**config.mk**
```make
export PLATFORM = sky130hd
export DESIGN_NAME = stopwatch_counter
export DESIGN_NICKNAME = d
export VERILOG_FILES = /design/src/rtl/stopwatch_counter.sv
export SDC_FILE = /design/constraint.sdc
export NUM_CORES = 1
export LEC_CHECK = 0
export CORE_MARGIN = 5
export CORE_UTILIZATION = 60
export CTS_CLUSTER_SIZE = 16
export DETAILED_ROUTE_END_ITERATION = 12
export PLACE_DENSITY = 0.83
export SLEW_MARGIN = 0
export SYNTH_ARGS = -nofsm -noshare
export SYNTH_HDL_FRONTEND = slang
export SYNTH_SLANG_ARGS = --single-unit
```
**constraint.sdc**
```tcl
create_clock -name clk12mhz -period 6.17 [get_ports clk12mhz]
set_input_delay 1.851 -clock clk12mhz [delete_from_list [all_inputs] [get_ports clk12mhz]]
set_output_delay 1.851 -clock clk12mhz [all_outputs]
set_load 0.02 [all_outputs]
```
**src/rtl/stopwatch_counter.sv**
```systemverilog
// mm:ss stopwatch core: button edge detect, 1 Hz prescaler, BCD digit chain and
// IDLE/RUN/PAUSE/FULL control. state_o exposes the FSM (0 IDLE, 1 RUN, 2 PAUSE, 3 FULL).
module stopwatch_counter #(
    parameter int CLK_HZ  = 12_000_000,
    parameter int TICK_HZ = 1,
    parameter bit WRAP    = 1'b0
) (
    input  logic        clk12mhz,
    input  logic        rst,
    input  logic        start_stop,
    input  logic        clear,
    output logic [15:0] bcd_num,
    output logic        running,
    output logic        full,
    output logic [1:0]  state_o
);

    localparam int DIV = CLK_HZ / TICK_HZ;
    localparam int PW  = (DIV > 1) ? $clog2(DIV) : 1;
    localparam logic [PW-1:0] PRESC_MAX = PW'(DIV - 1);

    typedef enum logic [1:0] {
        IDLE  = 2'd0,
        RUN   = 2'd1,
        PAUSE = 2'd2,
        FULL  = 2'd3
    } state_t;

    state_t         state_q, state_d;
    logic [PW-1:0]  presc_q, presc_d;
    logic [3:0]     su_q, su_d;
    logic [3:0]     st_q, st_d;
    logic [3:0]     mu_q, mu_d;
    logic [3:0]     mt_q, mt_d;
    logic           ss_prev_q, clr_prev_q;

    logic ss_evt, clr_evt, tick, at_max;

    assign ss_evt  = start_stop & ~ss_prev_q;
    assign clr_evt = clear & ~clr_prev_q;
    assign tick    = (state_q == RUN) && (presc_q == PRESC_MAX);
    assign at_max  = (mt_q == 4'd5) && (mu_q == 4'd9) && (st_q == 4'd5) && (su_q == 4'd9);

    always_comb begin
        state_d = state_q;
        presc_d = presc_q;
        su_d    = su_q;
        st_d    = st_q;
        mu_d    = mu_q;
        mt_d    = mt_q;
        if (clr_evt) begin
            state_d = IDLE;
            presc_d = '0;
            su_d    = 4'd0;
            st_d    = 4'd0;
            mu_d    = 4'd0;
            mt_d    = 4'd0;
        end else begin
            case (state_q)
                IDLE: begin
                    presc_d = '0;
                    if (ss_evt) state_d = RUN;
                end
                RUN: begin
                    if (tick) begin
                        presc_d = '0;
                        if (at_max) begin
                            if (WRAP) begin
                                su_d = 4'd0;
                                st_d = 4'd0;
                                mu_d = 4'd0;
                                mt_d = 4'd0;
                            end else begin
                                state_d = FULL;
                            end
                        end else if (su_q != 4'd9) begin
                            su_d = su_q + 4'd1;
                        end else begin
                            su_d = 4'd0;
                            if (st_q != 4'd5) begin
                                st_d = st_q + 4'd1;
                            end else begin
                                st_d = 4'd0;
                                if (mu_q != 4'd9) begin
                                    mu_d = mu_q + 4'd1;
                                end else begin
                                    mu_d = 4'd0;
                                    mt_d = mt_q + 4'd1;
                                end
                            end
                        end
                    end else begin
                        presc_d = presc_q + PW'(1);
                    end
                    // A press on the tick edge still lets the count advance, then pauses.
                    if (ss_evt) state_d = PAUSE;
                end
                PAUSE: begin
                    if (ss_evt) state_d = RUN;
                end
                default: ;
            endcase
        end
    end

    always_ff @(posedge clk12mhz) begin
        if (rst) begin
            state_q    <= IDLE;
            presc_q    <= '0;
            su_q       <= 4'd0;
            st_q       <= 4'd0;
            mu_q       <= 4'd0;
            mt_q       <= 4'd0;
            ss_prev_q  <= 1'b1;
            clr_prev_q <= 1'b1;
        end else begin
            state_q    <= state_d;
            presc_q    <= presc_d;
            su_q       <= su_d;
            st_q       <= st_d;
            mu_q       <= mu_d;
            mt_q       <= mt_d;
            ss_prev_q  <= start_stop;
            clr_prev_q <= clear;
        end
    end

    assign bcd_num = {mt_q, mu_q, st_q, su_q};
    assign running = (state_q == RUN);
    assign full    = (state_q == FULL);
    assign state_o = state_q;

endmodule
```
==> flow_metrics.env <==
export IMPL_outcome="finished, final reports clean"
export IMPL_die_area_sq_um=5110
export IMPL_drtAntennaViolNets=0
export IMPL_hold_class="register to register"
export IMPL_rows=22
export IMPL_postCtsSetupBuffers=0
export IMPL_leakage_nw=0.786
export IMPL_drive_above_1_share_pct=5.28
export IMPL_firstDrtPassIters=4
export IMPL_numCtsBuffers=5
export IMPL_start_util_pct=62.0
export IMPL_overflow=0
export IMPL_relSlewSlack_pct=19.3
export IMPL_slowest_delay_ps=1060
export IMPL_synth_warnings=0
export IMPL_worst_skew_pair_late_latency_ps=300
export IMPL_worstSetupPathType="input port to register"
export IMPL_die_w_um=71.5
export IMPL_post_route_drc_count=0
export IMPL_die_y_um=71.5
export IMPL_syn_inst=281
export IMPL_grtUsageTotal_pct=20.7
export IMPL_finalCritPeriodShare_pct=65.6
export IMPL_syn_nets=288
export IMPL_cts_sinks=44
export IMPL_p_per_area_nw_per_um2=182
export IMPL_final_cell_mix="dfxtp_1 (44), a21oi_1 (28), clkdlybuf4s50_1 (23)"
export IMPL_critPathCaptureType="register"
export IMPL_port_buffers=23
export IMPL_syn_area_sq_um=2270
export IMPL_core_sq_um=3660
export IMPL_synthArstFlopShare_pct=0
export IMPL_synth_top_area_share_pct=38.8
export IMPL_cp_required_ps=6390
export IMPL_diodes=0
export IMPL_post_dp_cell_area_sq_um=2530
export IMPL_finalWirelength_um=5130
export IMPL_final_util_pct=71.3
export IMPL_ys_ff_latch=44
export IMPL_whs_ps=481
export IMPL_crit_path_cell_trace="clkdlybuf4s50_1, a21o_1, a211oi_2, o21ai_0, a31oi_1"
export IMPL_final_area_sq_um=2610
export IMPL_finalSetupViolCount=0
export IMPL_dp_hpwl_um=3680
export IMPL_vias=2178
export IMPL_final_common_cell="dfxtp_1"
export IMPL_avgViaCountPerCell=6.21
export IMPL_drv_cap=0
export IMPL_holdBufCountCts=0
export IMPL_ioPinCount=24
export IMPL_cts_max_level=2
export IMPL_wl_per_cell_um=14.6
export IMPL_tns_ps=0
export IMPL_ys_types=50
export IMPL_p_total_w=0.000476
export IMPL_worst_ep_arrival_time_ps=4270
export IMPL_synth_area_leaders="dfxtp_1 (39%), a21oi_1 (6.2%), o21ai_0 (3.8%)"
export IMPL_timing_critical_path_slowest_stage_cell="a211oi_2"
export IMPL_postSynthAreaPerCell_sq_um=8.07
export IMPL_crit_fanout=24
export IMPL_grt_max_degree=25
export IMPL_worstSetupStartpointType="input port"
export IMPL_yosysSeqAreaShare_pct=38.8
export IMPL_max_freq_ghz=0.247
export IMPL_cts_resized_gates=0
export IMPL_synth_edf_count=0
export IMPL_path_delay_family="compound AO/OA/AOI/OAI gates"
export IMPL_grt_pass1_vias=1957
export IMPL_rsz0062_at_grt="false"
export IMPL_path_buf_inv=1
export IMPL_drv_slew=0
export IMPL_min_period_ps=4050
export IMPL_first_iter_violations=181
export IMPL_grt_pass1_wl_um=8600
export IMPL_root_buffer="clkbuf_8"
export IMPL_tightestPinTransition_ps=1210
export IMPL_path_clk_slew_ps=70
export IMPL_finalHoldViolations=0
export IMPL_clk_path_buf_depth=2
export IMPL_cts_tree="done"
export IMPL_fillCellCount=293
export IMPL_area_growth_pct=15.1
export IMPL_vdd_ir_drop_worst_v=0.000158
export IMPL_num_nets_final=310
export IMPL_synth_largest_area_cell="dfxtp_1"
export IMPL_clock_skew_ps=7.17
export IMPL_gp_congestion=0.821
export IMPL_antenna_found_initial=0
export IMPL_synth_main_ff_cell="dfxtp_1"
[tightest hold or removal path, stage by stage (launching register included)]
cell and delay (ps):
dfxtp_1 320, inv_1 50, o21ai_0 70
[cell type report]
cell class | instances | area (sq um) | share of cell area (%)
Clock buffer | 6 | 72.6 | 2.78
Clock inverter | 1 | 5.00 | 0.192
Inverter | 16 | 60.1 | 2.30
Tap cell | 48 | 60.1 | 2.30
Multi-Input combinational cell | 213 | 1300 | 49.9
Sequential cell | 44 | 881 | 33.7
Timing Repair Buffer | 23 | 230 | 8.82
[cell usage after synthesis, types with 3 or more instances]
master and number:
a21oi_1 28, a41oi_1 3, nand3_1 16, mux2i_1 3
or4_1 6, o31ai_1 6, o21ai_0 17, xnor2_1 3
or2_2 4, ha_1 3, nor2_1 17, and2_1 3
dfxtp_1 44, a31oi_1 11, or3_1 10, nand4_1 11
nand2b_1 3, nor4_1 4, nor3_1 7, clkbuf_1 7
xor2_1 3, inv_1 16, nand2_1 20
[flip-flops by register name, indices dropped and copies added (netlist names)]
signal      cells
st_q            4
mu_q            4
presc_q        24
su_q            4
clr_prev_q      1
mt_q            4
state_o         2
ss_prev_q       1
[metrics by stage]
stage	setup WS, ps	std cells
2_1_floorplan	3170	281
6_report	2120	351
5_1_grt	1920	351
3_5_place_dp	1830	344
4_1_cts	2160	351
3_3_place_gp	1930	344
[routing by layer]
metal	GRT usage, %	wire length [um]	up-vias
li1	-	-	1097
met1	25.6	2320	1006
met2	34.5	2490	65
met3	4.91	236	10
met4	8.56	90	0
met5	0	0	-
[power by group]
part / total, W / switching (W) / internal, W
combinational: 0.0000168 / 0.0000106 / 0.00000628
sequential: 0.000286 / 0.00000136 / 0.000285
clock: 0.000173 / 0.0000958 / 0.0000771
total: 0.000476 / 0.000108 / 0.000368
[kinds of logic (layout without fill, tap and decap cells)]
kind of cell / Yosys count / count (layout) / share of synthesized area, %
xor+xnor: 6 / 6 / 2.32
mux: 3 / 3 / 1.32
buf+inv: 24 / 46 / 4.03
simple gates: 117 / 117 / 29.4
fa+ha+maj: 3 / 3 / 1.65
compound gates: 84 / 84 / 22.4
flops: 44 / 44 / 38.8
[worst paths after layout]
path / from / to / slack (ps) / cells after the start
max: rst / presc_q[15]$_SDFFE_PP0P_ / 2120 / 5
min: presc_q[23]$_SDFFE_PP0P_ / presc_q[23]$_SDFFE_PP0P_ / 480 / 2
max reg2reg: presc_q[0]$_SDFFE_PP0P_ / mt_q[3]$_SDFFE_PP0P_ / 3450 / 6
min reg2reg: presc_q[23]$_SDFFE_PP0P_ / presc_q[23]$_SDFFE_PP0P_ / 480 / 2
Power figures use the tool's default switching activity.
